<file path="src/rtl/seg7_scan_rx.sv">
// Receive-side monitor for a multiplexed seven-segment bus: synchronise, wait for a settled
// pattern, decode it back to a hex nibble per digit. Optional error counter: SEG7RX_ERRCNT_EN.
module seg7_scan_rx #(
    parameter int unsigned NDIG        = 8,
    parameter int unsigned STABLE_CYC  = 4,
    parameter bit          SEG_ACT_LOW = 1'b1
) (
    input  logic                clk,
    input  logic                rst_n,
    input  logic [6:0]          seg_i,
    input  logic [NDIG-1:0]     an_i,
    input  logic                clr_i,
    output logic [4*NDIG-1:0]   digit_o,
    output logic [NDIG-1:0]     dig_vld_o,
    output logic                upd_o,
    output logic [2:0]          upd_idx_o,
    output logic [3:0]          upd_val_o,
    output logic                err_o,
    output logic [15:0]         err_cnt_o
);

    typedef enum logic [1:0] {StIdle, StSettle, StHold} state_e;

    localparam logic [3:0] STABLE = 4'(STABLE_CYC);

    // {legal, blank, nibble} for a lit-high gfedcba pattern
    function automatic logic [5:0] decode(input logic [6:0] s);
        logic [5:0] r;
        case (s)
            7'h3F:   r = 6'b10_0000;
            7'h06:   r = 6'b10_0001;
            7'h5B:   r = 6'b10_0010;
            7'h4F:   r = 6'b10_0011;
            7'h66:   r = 6'b10_0100;
            7'h6D:   r = 6'b10_0101;
            7'h7D:   r = 6'b10_0110;
            7'h07:   r = 6'b10_0111;
            7'h7F:   r = 6'b10_1000;
            7'h6F:   r = 6'b10_1001;
            7'h77:   r = 6'b10_1010;
            7'h7C:   r = 6'b10_1011;
            7'h39:   r = 6'b10_1100;
            7'h5E:   r = 6'b10_1101;
            7'h79:   r = 6'b10_1110;
            7'h71:   r = 6'b10_1111;
            7'h00:   r = 6'b01_0000;
            default: r = 6'b00_0000;
        endcase
        return r;
    endfunction

    logic [NDIG-1:0] an_s1, an_s2;
    logic [6:0]      seg_s1, seg_s2;
    logic [3:0]      cnt_q;
    state_e          state_q, state_d;

    // Anode sync flops reset to "no digit" so reset never looks like a multi-hot select.
    always_ff @(posedge clk or negedge rst_n) begin
        if (!rst_n) begin
            an_s1  <= '1;
            an_s2  <= '1;
            seg_s1 <= '0;
            seg_s2 <= '0;
        end else begin
            an_s1  <= an_i;
            an_s2  <= an_s1;
            seg_s1 <= seg_i;
            seg_s2 <= seg_s1;
        end
    end

    // s1 is the next value of s2, so this flags s2 taking a new value on this edge.
    logic changed;
    assign changed = {an_s1, seg_s1} != {an_s2, seg_s2};

    always_ff @(posedge clk or negedge rst_n) begin
        if (!rst_n) begin
            cnt_q <= '0;
        end else if (changed) begin
            cnt_q <= '0;
        end else if (cnt_q != STABLE) begin
            cnt_q <= cnt_q + 4'd1;
        end
    end

    logic [3:0] an_zeros;
    logic [2:0] an_idx;
    always_comb begin
        an_zeros = '0;
        an_idx   = '0;
        for (int k = 0; k < NDIG; k++) begin
            if (!an_s2[k]) begin
                an_zeros = an_zeros + 4'd1;
                an_idx   = 3'(k);
            end
        end
    end

    logic [6:0] seg_lit;
    logic [5:0] dec;
    logic       dec_legal, dec_blank;
    logic [3:0] dec_nib;
    assign seg_lit   = SEG_ACT_LOW ? ~seg_s2 : seg_s2;
    assign dec       = decode(seg_lit);
    assign dec_legal = dec[5];
    assign dec_blank = dec[4];
    assign dec_nib   = dec[3:0];

    logic capture, one_hot, multi_hot, cap_upd, cap_err;
    assign capture   = (state_q == StSettle) && !changed && (cnt_q == STABLE);
    assign one_hot   = an_zeros == 4'd1;
    assign multi_hot = an_zeros >= 4'd2;
    assign cap_upd   = capture && one_hot && (dec_legal || dec_blank);
    assign cap_err   = capture && (multi_hot || (one_hot && !dec_legal && !dec_blank));

    always_comb begin
        state_d = state_q;
        if (changed) begin
            state_d = (&an_s1) ? StIdle : StSettle;
        end else begin
            case (state_q)
                StIdle:   if (!(&an_s2)) state_d = StSettle;
                StSettle: if (cnt_q == STABLE) state_d = StHold;
                StHold:   state_d = StHold;
                default:  state_d = StIdle;
            endcase
        end
    end

    always_ff @(posedge clk or negedge rst_n) begin
        if (!rst_n) state_q <= StIdle;
        else        state_q <= state_d;
    end

    logic [4*NDIG-1:0] digit_d;
    logic [NDIG-1:0]   vld_d;
    logic              err_d;
    always_comb begin
        digit_d = digit_o;
        vld_d   = dig_vld_o;
        err_d   = err_o | cap_err;
        if (clr_i) begin
            digit_d = '0;
            vld_d   = '0;
            err_d   = 1'b0;
        end else if (cap_upd) begin
            for (int k = 0; k < NDIG; k++) begin
                if (an_idx == 3'(k)) begin
                    if (dec_legal) begin
                        digit_d[4*k +: 4] = dec_nib;
                        vld_d[k]          = 1'b1;
                    end else begin
                        vld_d[k] = 1'b0;
                    end
                end
            end
        end
    end

    always_ff @(posedge clk or negedge rst_n) begin
        if (!rst_n) begin
            digit_o   <= '0;
            dig_vld_o <= '0;
            upd_o     <= 1'b0;
            upd_idx_o <= '0;
            upd_val_o <= '0;
            err_o     <= 1'b0;
        end else begin
            digit_o   <= digit_d;
            dig_vld_o <= vld_d;
            err_o     <= err_d;
            upd_o     <= cap_upd;
            if (cap_upd) begin
                upd_idx_o <= an_idx;
                upd_val_o <= dec_legal ? dec_nib : 4'h0;
            end
        end
    end

`ifdef SEG7RX_ERRCNT_EN
    logic [15:0] err_cnt_q;
    always_ff @(posedge clk or negedge rst_n) begin
        if (!rst_n) begin
            err_cnt_q <= '0;
        end else if (clr_i) begin
            err_cnt_q <= '0;
        end else if (cap_err && err_cnt_q != 16'hFFFF) begin
            err_cnt_q <= err_cnt_q + 16'd1;
        end
    end
    assign err_cnt_o = err_cnt_q;
`else
    assign err_cnt_o = 16'h0;
`endif

endmodule

</file>
<file path="config.mk">
export PLATFORM = sky130hd
export DESIGN_NAME = seg7_scan_rx
export DESIGN_NICKNAME = d
export VERILOG_FILES = /design/src/rtl/seg7_scan_rx.sv
export SDC_FILE = /design/constraint.sdc
export NUM_CORES = 1
export LEC_CHECK = 0
export BUFFER_PORTS_ARGS = -buffer_cell sky130_fd_sc_hd__buf_2
export CORE_UTILIZATION = 58
export CTS_BUF_LIST = sky130_fd_sc_hd__clkbuf_4 sky130_fd_sc_hd__clkbuf_8
export CTS_CLUSTER_SIZE = 30
export DETAILED_ROUTE_END_ITERATION = 12
export GPL_TIMING_DRIVEN = 0
export PLACE_DENSITY_LB_ADDON = 0.15
export SETUP_SLACK_MARGIN = 0.1
export SYNTH_ARGS = -nofsm -noshare
export SYNTH_HDL_FRONTEND = slang
export SYNTH_SLANG_ARGS = --single-unit
</file>
<file path="constraint.sdc">
create_clock -name clk -period 6.8 [get_ports clk]
set_input_delay 1.36 -clock clk [delete_from_list [all_inputs] [get_ports clk]]
set_output_delay 1.36 -clock clk [all_outputs]
set_load 0.1 [all_outputs]
</file>
==> results.cfg, run 1 <==
[finish]
diodes = 0
nets = 609
post-route-util = 0.7043
final_area_um2 = 5555
synthToLayoutAreaGrowth_pct = 15.56
nFillCells = 650
seq_area_um2 = 2147
multi_input_area_um2 = 2357
final_cell_count_no_fill = 685
drive_gt1_frac = 0.2419

[clock_tree]
ctsResizeCount = 0
cts_tree = yes
cts_hold_buffers = 0
clock-sinks = 85
post-cts-setup-buffer-count = 0
clk_path_buf_depth = 2
numCtsBuffers = 9
cts-root-buf = clkbuf_8
cts_max_level = 3
clk_latency_ns = 0.37
cts.clk_slew.worst_paths_ns = 0.10

[sta]
fin_crit_sh = 0.8615
setup_viol = 0
hold_viol = 0
finalWorstSetupSlack_ns = 0.9419
relSlewSlack = 0.1090
rsz0062_at_grt = false
tightest_slew_ns = 1.316
slew_viol_final = 0
fin_setup_tns_ns = 0
hold_slack_ns = 0.3661
clock.fmax_ghz = 0.1707
finalClockSkew_ns = 0.01738
finalCriticalPeriod_ns = 5.858

[run]
maxCapViolCount = 0

[min_path]
worstHoldEndpoint = an_s2[6]
hp-class = reg -> reg
whs_path_depth = 0
hp-start = an_s1[6]

[die]
num_rows = 32
die_x_um = 93.04
pin_count = 83
dieHeight_um = 93.04
dieArea_um2 = 8656
coreArea_um2 = 7888
initial_core_util = 0.6095

[drt]
top_layer_used = met4
wl_um = 10690
drt_first_pass_iters = 5
vias_per_cell = 5.660
wl_met1_um = 4886
drc = 0
vias = 3877
wl_met2_um = 5082
drt-initial-drc-count = 286
drtAntennaViolNets = 0
route.detailed.wl_per_inst_um = 15.61
routed-wl-met3_um = 461

[setup_path]
arrival_ns = 6.11
start_kind = flop
critPathMaxStageDelay_ns = 0.59
critPathRequiredTime_ns = 7.06
crit_path_max_fanout = 8
reg2reg_to = upd_idx_o[2]
cp-end-kind = flop
cp_slowest_cell = dfstp_2
reg2regPathDepth = 23
cp_common_cell = ha_1
crit_type = reg -> reg
rrSetupSlack_ns = 0.94
path_cells = inv_1 -> ha_1 -> and2b_1 -> nor2_1 -> ha_1 -> nor2b_1 -> a21oi_1 -> inv_1 -> ha_1 -> nor2_1 -> a21oi_1 -> ha_1 -> o22ai_1 -> nor2_1 -> ha_1 -> nand2b_1 -> nand2_1 -> ha_1 -> o21ai_0 -> nor2b_1 -> nand3_1 -> nor4_4 -> mux2_2
reg2reg_from = an_s2[0]

[synthesis]
synth_flop_cell = dfrtp_1
synthesis.area_um2 = 4807
synth_top_area_cell = dfrtp_1
ys_seq_area_frac = 0.4466
yosys_warnings = 0
synth.top_cell.area_share = 0.3592
synth_area_leaders = dfrtp_1 36%, dfstp_2 8.7%, xor2_1 4.2%
yosys_register_bits = 85
synth_cells = 486
synthArstFlopShare = 1.000
synth_edf_count = 0
syn_area_per_cell_um2 = 9.891
yosysUniqueCellTypes = 70

[power_and_ir_drop]
p_seq_frac = 0.451
irDropWorstVdd_mv = 0.1408
p_clk_frac = 0.324
power_frac_comb = 0.225
switchingPower_uw = 383.4
leakagePower_nw = 2.627
cellPowerDensity_nw_per_um2 = 209.7
swShare = 0.3292
power_mw = 1.165
internal-power_uw = 781.4

[global_routing]
grt-ovfl-total = 0
grt_pass1_vias = 3647
grt_pass1_wl_um = 17490
grt_max_degree = 58
antenna_found_initial = 0
grt_util_all_layers = 0.2629

[placement]
port_buffers = 65
dpl.cell_count = 669
hpwlAfterDp_um = 8050
dp_slack_ns = 1.065
gp_congestion = 0.9201
place_area_um2 = 5346

[outcome]
status = finished, final reports clean
cells in the final DEF (no fill, tap or decap), drive strengths merged, types with 4 or more instances in the layout:
cell type | netlist | routed
nand3b | 4 | 4
conb | 1 | 16
ha | 13 | 13
nor4 | 10 | 10
o22ai | 6 | 6
nor3 | 11 | 11
clkbuf | 18 | 27
dfstp | 16 | 16
nand2b | 23 | 23
xor2 | 23 | 23
nor2b | 11 | 11
or4 | 5 | 5
nand2 | 25 | 25
inv | 20 | 22
dfrtp | 69 | 69
a211oi | 5 | 5
nor2 | 30 | 30
mux2i | 18 | 18
xnor2 | 9 | 9
o21ai | 19 | 19
o21bai | 4 | 4
or3 | 6 | 6
nand4 | 9 | 9
a21oi | 33 | 33
nand3 | 19 | 19
buf | 29 | 95
power groups by stage:
stage | registers [mW] | clock network, mW | logic (mW)
floorplan | 0.533 | 0 | 0.204
global placement | 0.534 | 0 | 0.252
detailed placement | 0.535 | 0 | 0.257
CTS | 0.525 | 0.381 | 0.259
global route | 0.527 | 0.401 | 0.285
finish | 0.525 | 0.377 | 0.262
registers in the layout, indices dropped and copies added, names as in the netlist:
name / flops
digit_o: 32
an_s1: 8
an_s2: 8
dig_vld_o: 8
seg_s1: 7
seg_s2: 7
cnt_q: 4
upd_val_o: 4
upd_idx_o: 3
state_q: 2
err_o: 1
upd_o: 1
kinds of logic after synthesis:
family / Yosys count / share of synthesized area
simple gates: 172 / 0.2064
compound gates: 94 / 0.1236
flops: 85 / 0.4466
buf+inv: 67 / 0.07470
xor+xnor: 34 / 0.07184
mux: 20 / 0.04216
fa+ha+maj: 13 / 0.03384
other cells: 1 / 0.0007801
final cells by class:
cell class / instances / share of cell area
Buffer: 47 / 0.05113
Clock buffer: 9 / 0.02230
Clock inverter: 7 / 0.01532
Inverter: 20 / 0.01351
Multi-Input combinational cell: 349 / 0.4243
Sequential cell: 85 / 0.3865
Tap cell: 102 / 0.02297
Timing Repair Buffer: 66 / 0.06396
how the worst max path moves through the flow:
stage / startpoint / end / slack [ns] / cells after the start
after floorplan: an_s2[0] / digit_o[25] / 1.77 / 24
after global placement: an_s2[1] / upd_idx_o[0] / 1.20 / 23
after detailed placement: an_s2[1] / upd_idx_o[2] / 1.06 / 23
after CTS: an_s2[1] / upd_idx_o[2] / 1.05 / 23
after global routing: an_s2[0] / upd_idx_o[2] / 0.47 / 23
final: an_s2[0] / upd_idx_o[2] / 0.94 / 23
cell usage after synthesis (4+ instances only):
master / count
dfrtp_1: 69
a21oi_1: 33
nor2_1: 30
nand2_1: 25
nand2b_1: 23
xor2_1: 23
inv_1: 20
nand3_1: 19
mux2i_1: 18
o21ai_0: 18
clkbuf_1: 17
buf_4: 16
dfstp_2: 16
ha_1: 13
nor2b_1: 11
nor3_1: 11
nor4_1: 9
nand4_1: 8
xnor2_1: 8
buf_2: 7
o22ai_1: 6
or3_1: 6
a211oi_1: 5
buf_6: 5
nand3b_1: 4
o21bai_1: 4
or4_1: 4
critical path: cells and delay by family, from the launching register on:
family,cells,cell delay [ns]
compound gates,4,0.75
buf+inv,2,0.11
fa+ha+maj,6,1.83
mux,1,0.39
flops,1,0.59
simple gates,10,2.05
routing by layer:
| metal | up-vias | track usage |
|---|---|---|
| met5 | - | 0 |
| met4 | 0 | 0.1051 |
| met3 | 24 | 0.04309 |
| met2 | 127 | 0.4222 |
| met1 | 1852 | 0.3576 |
| li1 | 1874 | - |
No activity file was read; power rests on OpenSTA's default activity.
==> run 2: changes to the inputs <==
==> constraint.sdc (replaced) <==
create_clock -name clk -period 5.9 [get_ports clk]
set_input_delay 1.18 -clock clk [delete_from_list [all_inputs] [get_ports clk]]
set_output_delay 1.18 -clock clk [all_outputs]
set_load 0.1 [all_outputs]
==> results.cfg, run 2 (synthesized netlist as in run 1, its figures left out) <==
[outcome]
status = finished, final reports clean

[finish]
largest-register = digit_o
diodes = 0
seq_area_um2 = 2147
synthToLayoutAreaGrowth_pct = 17.10
drive_gt1_frac = 0.2589
nets = 613
mostFrequentLayoutCell = buf_2
largest_register_ffs = 32
layout_common_cells = 71 x buf_2, 69 x dfrtp_1, 33 x a21oi_1
post-route-util = 0.7137
nFillCells = 633
multi_input_area_um2 = 2401

[power_and_ir_drop]
p_clk_frac = 0.320
leakagePower_nw = 2.660
switchingPower_uw = 442.4
p_seq_frac = 0.449
internal-power_uw = 907.1
power_mw = 1.350
power_frac_comb = 0.232
irDropWorstVdd_mv = 0.1625
swShare = 0.3278
cellPowerDensity_nw_per_um2 = 239.7

[clock_tree]
cts.clk_slew.worst_paths_ns = 0.10
clk_path_buf_depth = 2
clock-sinks = 85
cts_tree = yes
cts_hold_buffers = 0
cts-root-buf = clkbuf_8
clk_latency_ns = 0.36
cts_max_level = 3
numCtsBuffers = 9

[setup_path]
cp_common_cell = ha_1
crit_buf_inv = 3
critPathRequiredTime_ns = 6.18
start_kind = flop
crit_path_max_fanout = 8
arrival_ns = 5.71
reg2regPathDepth = 24
critPathMaxStageDelay_ns = 0.59
cp_slowest_cell = dfstp_2
worstSetupPathDepth = 24
path_cells = inv_1 -> ha_2 -> and2b_1 -> nor2_1 -> ha_1 -> nor2b_1 -> a21oi_1 -> inv_1 -> ha_1 -> nor2_1 -> a21oi_1 -> ha_1 -> o22ai_2 -> nor2_1 -> ha_1 -> nand2b_1 -> nand2_1 -> ha_1 -> o21ai_1 -> nor4b_4 -> and3_4 -> or4b_4 -> buf_6 -> mux2i_1
cp-end-kind = flop
crit_type = reg -> reg
crit_family = adder cells

[run]
maxCapViolCount = 0

[sta]
slew_viol_final = 0
fin_setup_tns_ns = 0
clock.fmax_ghz = 0.1844
finalCriticalPeriod_ns = 5.424
relSlewSlack = 0.1354
setup_viol = 0
finalClockSkew_ns = 0.01629
finalWorstSetupSlack_ns = 0.4761
fin_crit_sh = 0.9193
rsz0062_at_grt = false
hold_viol = 0
tightest_slew_ns = 1.277

[placement]
port_buffers = 65
gp_congestion = 0.9201
hpwlAfterDp_um = 8050
dp_slack_ns = 0.1648

[global_routing]
grt_util_all_layers = 0.2629
antenna_found_initial = 0
grt-ovfl-total = 0
grt_pass1_wl_um = 17490
grt_pass1_vias = 3647
grt_max_degree = 58

[drt]
drc = 0
drt-initial-drc-count = 307
drtAntennaViolNets = 0
route.detailed.wl_per_inst_um = 15.63
vias = 3927
wl_um = 10770
drt_first_pass_iters = 5
vias_per_cell = 5.700

[die]
coreArea_um2 = 7888
pin_count = 83
initial_core_util = 0.6095
dieArea_um2 = 8656
num_rows = 32
dieHeight_um = 93.04
die_x_um = 93.04

[min_path]
hp-class = reg -> reg
whs_path_depth = 0
## run 2: worst paths after layout
kind / from / end / slack (ns)
worst max-delay path: an_s2[0] / digit_o[25] / 0.48
min in group asynchronous: rst_n / cnt_q[3] / 0.72
worst min-delay path: an_s1[6] / an_s2[6] / 0.37
worst min register to register: an_s1[6] / an_s2[6] / 0.37
max in group asynchronous: rst_n / seg_s2[5] / 4.58
worst max register to register: an_s2[0] / digit_o[25] / 0.48
## run 2: metrics by stage
step                      hold slack [ns]  area (µm²)  cells
after floorplan                    0.3665        4863    501
after global placement             0.3718        5316    668
after detailed placement           0.3730        5346    669
after CTS                          0.3707        5555    685
after global routing               0.3696        5629    689
final                              0.3676        5629    689
## run 2: timing repair
action | CTS | global route
setup buffers | 0 | 4
resized for setup | 0 | 11
hold endpoints to repair | 0 | 0
endpoints found under the setup margin | 0 | 48
## run 2: power groups by stage
stage | Clock, mW | Combinational, mW | Sequential (mW)
CTS | 0.439 | 0.299 | 0.606
global route | 0.462 | 0.339 | 0.607
floorplan | 0 | 0.236 | 0.614
finish | 0.431 | 0.313 | 0.606
global placement | 0 | 0.291 | 0.616
detailed placement | 0 | 0.296 | 0.617
## run 2: area by class of cell
class                   count  area share
multi-input cells         349      0.4265
well taps                 102     0.02267
clock buffers               9     0.02200
plain buffers              47     0.05046
inverters                  20     0.01334
clock inverters             7     0.01511
repair buffers             70     0.06846
flip-flops and latches     85      0.3814
## run 2: per-layer routing
layer,track usage,part of all wire,wire length (µm)
met1,0.3576,0.44,4754
met5,0,0,0
met2,0.4222,0.48,5188
met4,0.1051,0.024,261
met3,0.04309,0.052,565
==> run 3: changes to the inputs <==
--- a/config.mk
+++ b/config.mk
@@ -6,6 +6,8 @@
 export NUM_CORES = 1
 export LEC_CHECK = 0
 export BUFFER_PORTS_ARGS = -buffer_cell sky130_fd_sc_hd__buf_2
+export CORE_ASPECT_RATIO = 0.9
+export CORE_MARGIN = 2
 export CORE_UTILIZATION = 58
 export CTS_BUF_LIST = sky130_fd_sc_hd__clkbuf_4 sky130_fd_sc_hd__clkbuf_8
 export CTS_CLUSTER_SIZE = 30
==> results.cfg, run 3 (synthesized netlist as in run 1, its figures left out) <==
[outcome]
status = finished, final reports clean

[placement]
hpwlAfterDp_um = 8213
dp_slack_ns = 0.1825
gp_congestion = 0.8737
port_buffers = 65

[die]
num_rows = 31
pin_count = 83
initial_core_util = 0.5987
dieHeight_um = 90.37
dieArea_um2 = 9033
die_x_um = 99.97
coreArea_um2 = 8029

[sta]
finalWorstSetupSlack_ns = 0.3759
clock.fmax_ghz = 0.1810
finalCriticalPeriod_ns = 5.524
relSlewSlack = 0.04410
finalClockSkew_ns = 0.01249
rsz0062_at_grt = false
setup_viol = 0
tightest_slew_ns = 1.412
slew_viol_final = 0
fin_crit_sh = 0.9363
hold_viol = 0
fin_setup_tns_ns = 0

[min_path]
whs_path_depth = 0
hp-class = reg -> reg

[drt]
drt-initial-drc-count = 306
vias_per_cell = 5.896
drt_first_pass_iters = 5
drtAntennaViolNets = 0
vias = 4033
route.detailed.wl_per_inst_um = 16.58
wl_um = 11340
drc = 0

[global_routing]
grt-ovfl-total = 0
antenna_found_initial = 0
grt_max_degree = 51
grt_pass1_wl_um = 18890
grt_util_all_layers = 0.2616
grt_pass1_vias = 3863

[clock_tree]
cts-root-buf = clkbuf_8
clk_path_buf_depth = 2
clk_latency_ns = 0.37
numCtsBuffers = 9
clock-sinks = 85
cts.clk_slew.worst_paths_ns = 0.08
cts_max_level = 3
cts_tree = yes

[finish]
drive_gt1_frac = 0.2581
nets = 611
synthToLayoutAreaGrowth_pct = 16.66
mostFrequentLayoutCell = buf_2
largest-register = digit_o
layout_common_cells = 71 x buf_2, 69 x dfrtp_1, 33 x a21oi_1
largest_register_ffs = 32
diodes = 0

[power_and_ir_drop]
leakagePower_nw = 2.653
p_seq_frac = 0.450
internal-power_uw = 921.4
swShare = 0.3155
switchingPower_uw = 424.6
p_clk_frac = 0.314
power_frac_comb = 0.236
cellPowerDensity_nw_per_um2 = 240.0
irDropWorstVdd_mv = 0.1832

[setup_path]
crit_type = reg -> reg
crit_path_max_fanout = 8
start_kind = flop
critPathRequiredTime_ns = 6.15
reg2regPathDepth = 24
arrival_ns = 5.77
cp-end-kind = flop

[run]
maxCapViolCount = 0
-- run 3: final timing paths --
kind                          start      endpoint  slack, ns
max in group asynchronous     rst_n    digit_o[5]       4.54
max                        an_s2[1]  upd_idx_o[2]       0.38
max reg2reg                an_s2[1]  upd_idx_o[2]       0.38
min in group asynchronous     rst_n      cnt_q[3]       0.75
min reg2reg                an_s1[3]      an_s2[3]       0.38
min                        an_s1[3]      an_s2[3]       0.38
-- run 3: power by group through the flow --
| stage | logic [mW] | registers, mW | clock network, mW |
|---|---|---|---|
| finish | 0.317 | 0.606 | 0.423 |
| global route | 0.344 | 0.607 | 0.457 |
| CTS | 0.300 | 0.606 | 0.433 |
| detailed placement | 0.298 | 0.617 | 0 |
| global placement | 0.287 | 0.616 | 0 |
| floorplan | 0.236 | 0.614 | 0 |
-- run 3: cell type report --
cell class	instances	area (µm²)
clock buffers	12	152.6
multi-input cells	349	2406
well taps	99	123.9
flip-flops and latches	85	2147
repair buffers	68	370.4
fillers	626	2421
plain buffers	47	284.0
clock inverters	4	48.80
inverters	20	75.07
-- run 3: worst max-delay path, stage by stage, from the launching register on --
cell and delay (ns):
dfstp_2 0.59, inv_1 0.06, ha_2 0.39, nor2b_1 0.19
nor2_1 0.07, ha_1 0.29, nor2b_1 0.18, a21oi_1 0.18
inv_1 0.07, ha_1 0.34, nor2_1 0.13, a21oi_1 0.06
ha_1 0.31, o22ai_2 0.21, nor2_1 0.09, ha_1 0.28
nand2b_1 0.12, nand2_1 0.08, ha_1 0.19, nor2b_2 0.18
xnor2_1 0.34, nand3_2 0.23, nor4_4 0.28, buf_4 0.20
mux2_2 0.34
-- run 3: stage by stage --
stage               area (µm²)  std cells  total power, mW  hold slack, ns  utilization
global route              5608        684            1.409          0.3857       0.6985
global placement          5313        665           0.9029          0.3711       0.6617
finish                    5608        684            1.346          0.3816       0.6985
CTS                       5544        682            1.338          0.3825       0.6905
detailed placement        5343        666           0.9147          0.3741       0.6654
floorplan                 4863        501           0.8501          0.3665            -
-- run 3: timing repair --
action	in CTS	in global routing
setup buffers	0	2
hold buffers	0	0
endpoints found under the setup margin	0	43
resized for setup	0	12
-- run 3: per-layer routing --
metal | vias up | wire, µm | global-route usage | part of all wire
li1 | 1875 | - | - | -
met1 | 1961 | 4988 | 0.3602 | 0.44
met2 | 183 | 5440 | 0.4223 | 0.48
met3 | 14 | 784 | 0.06269 | 0.069
met4 | 0 | 128 | 0.05936 | 0.011
met5 | - | 0 | 0 | 0
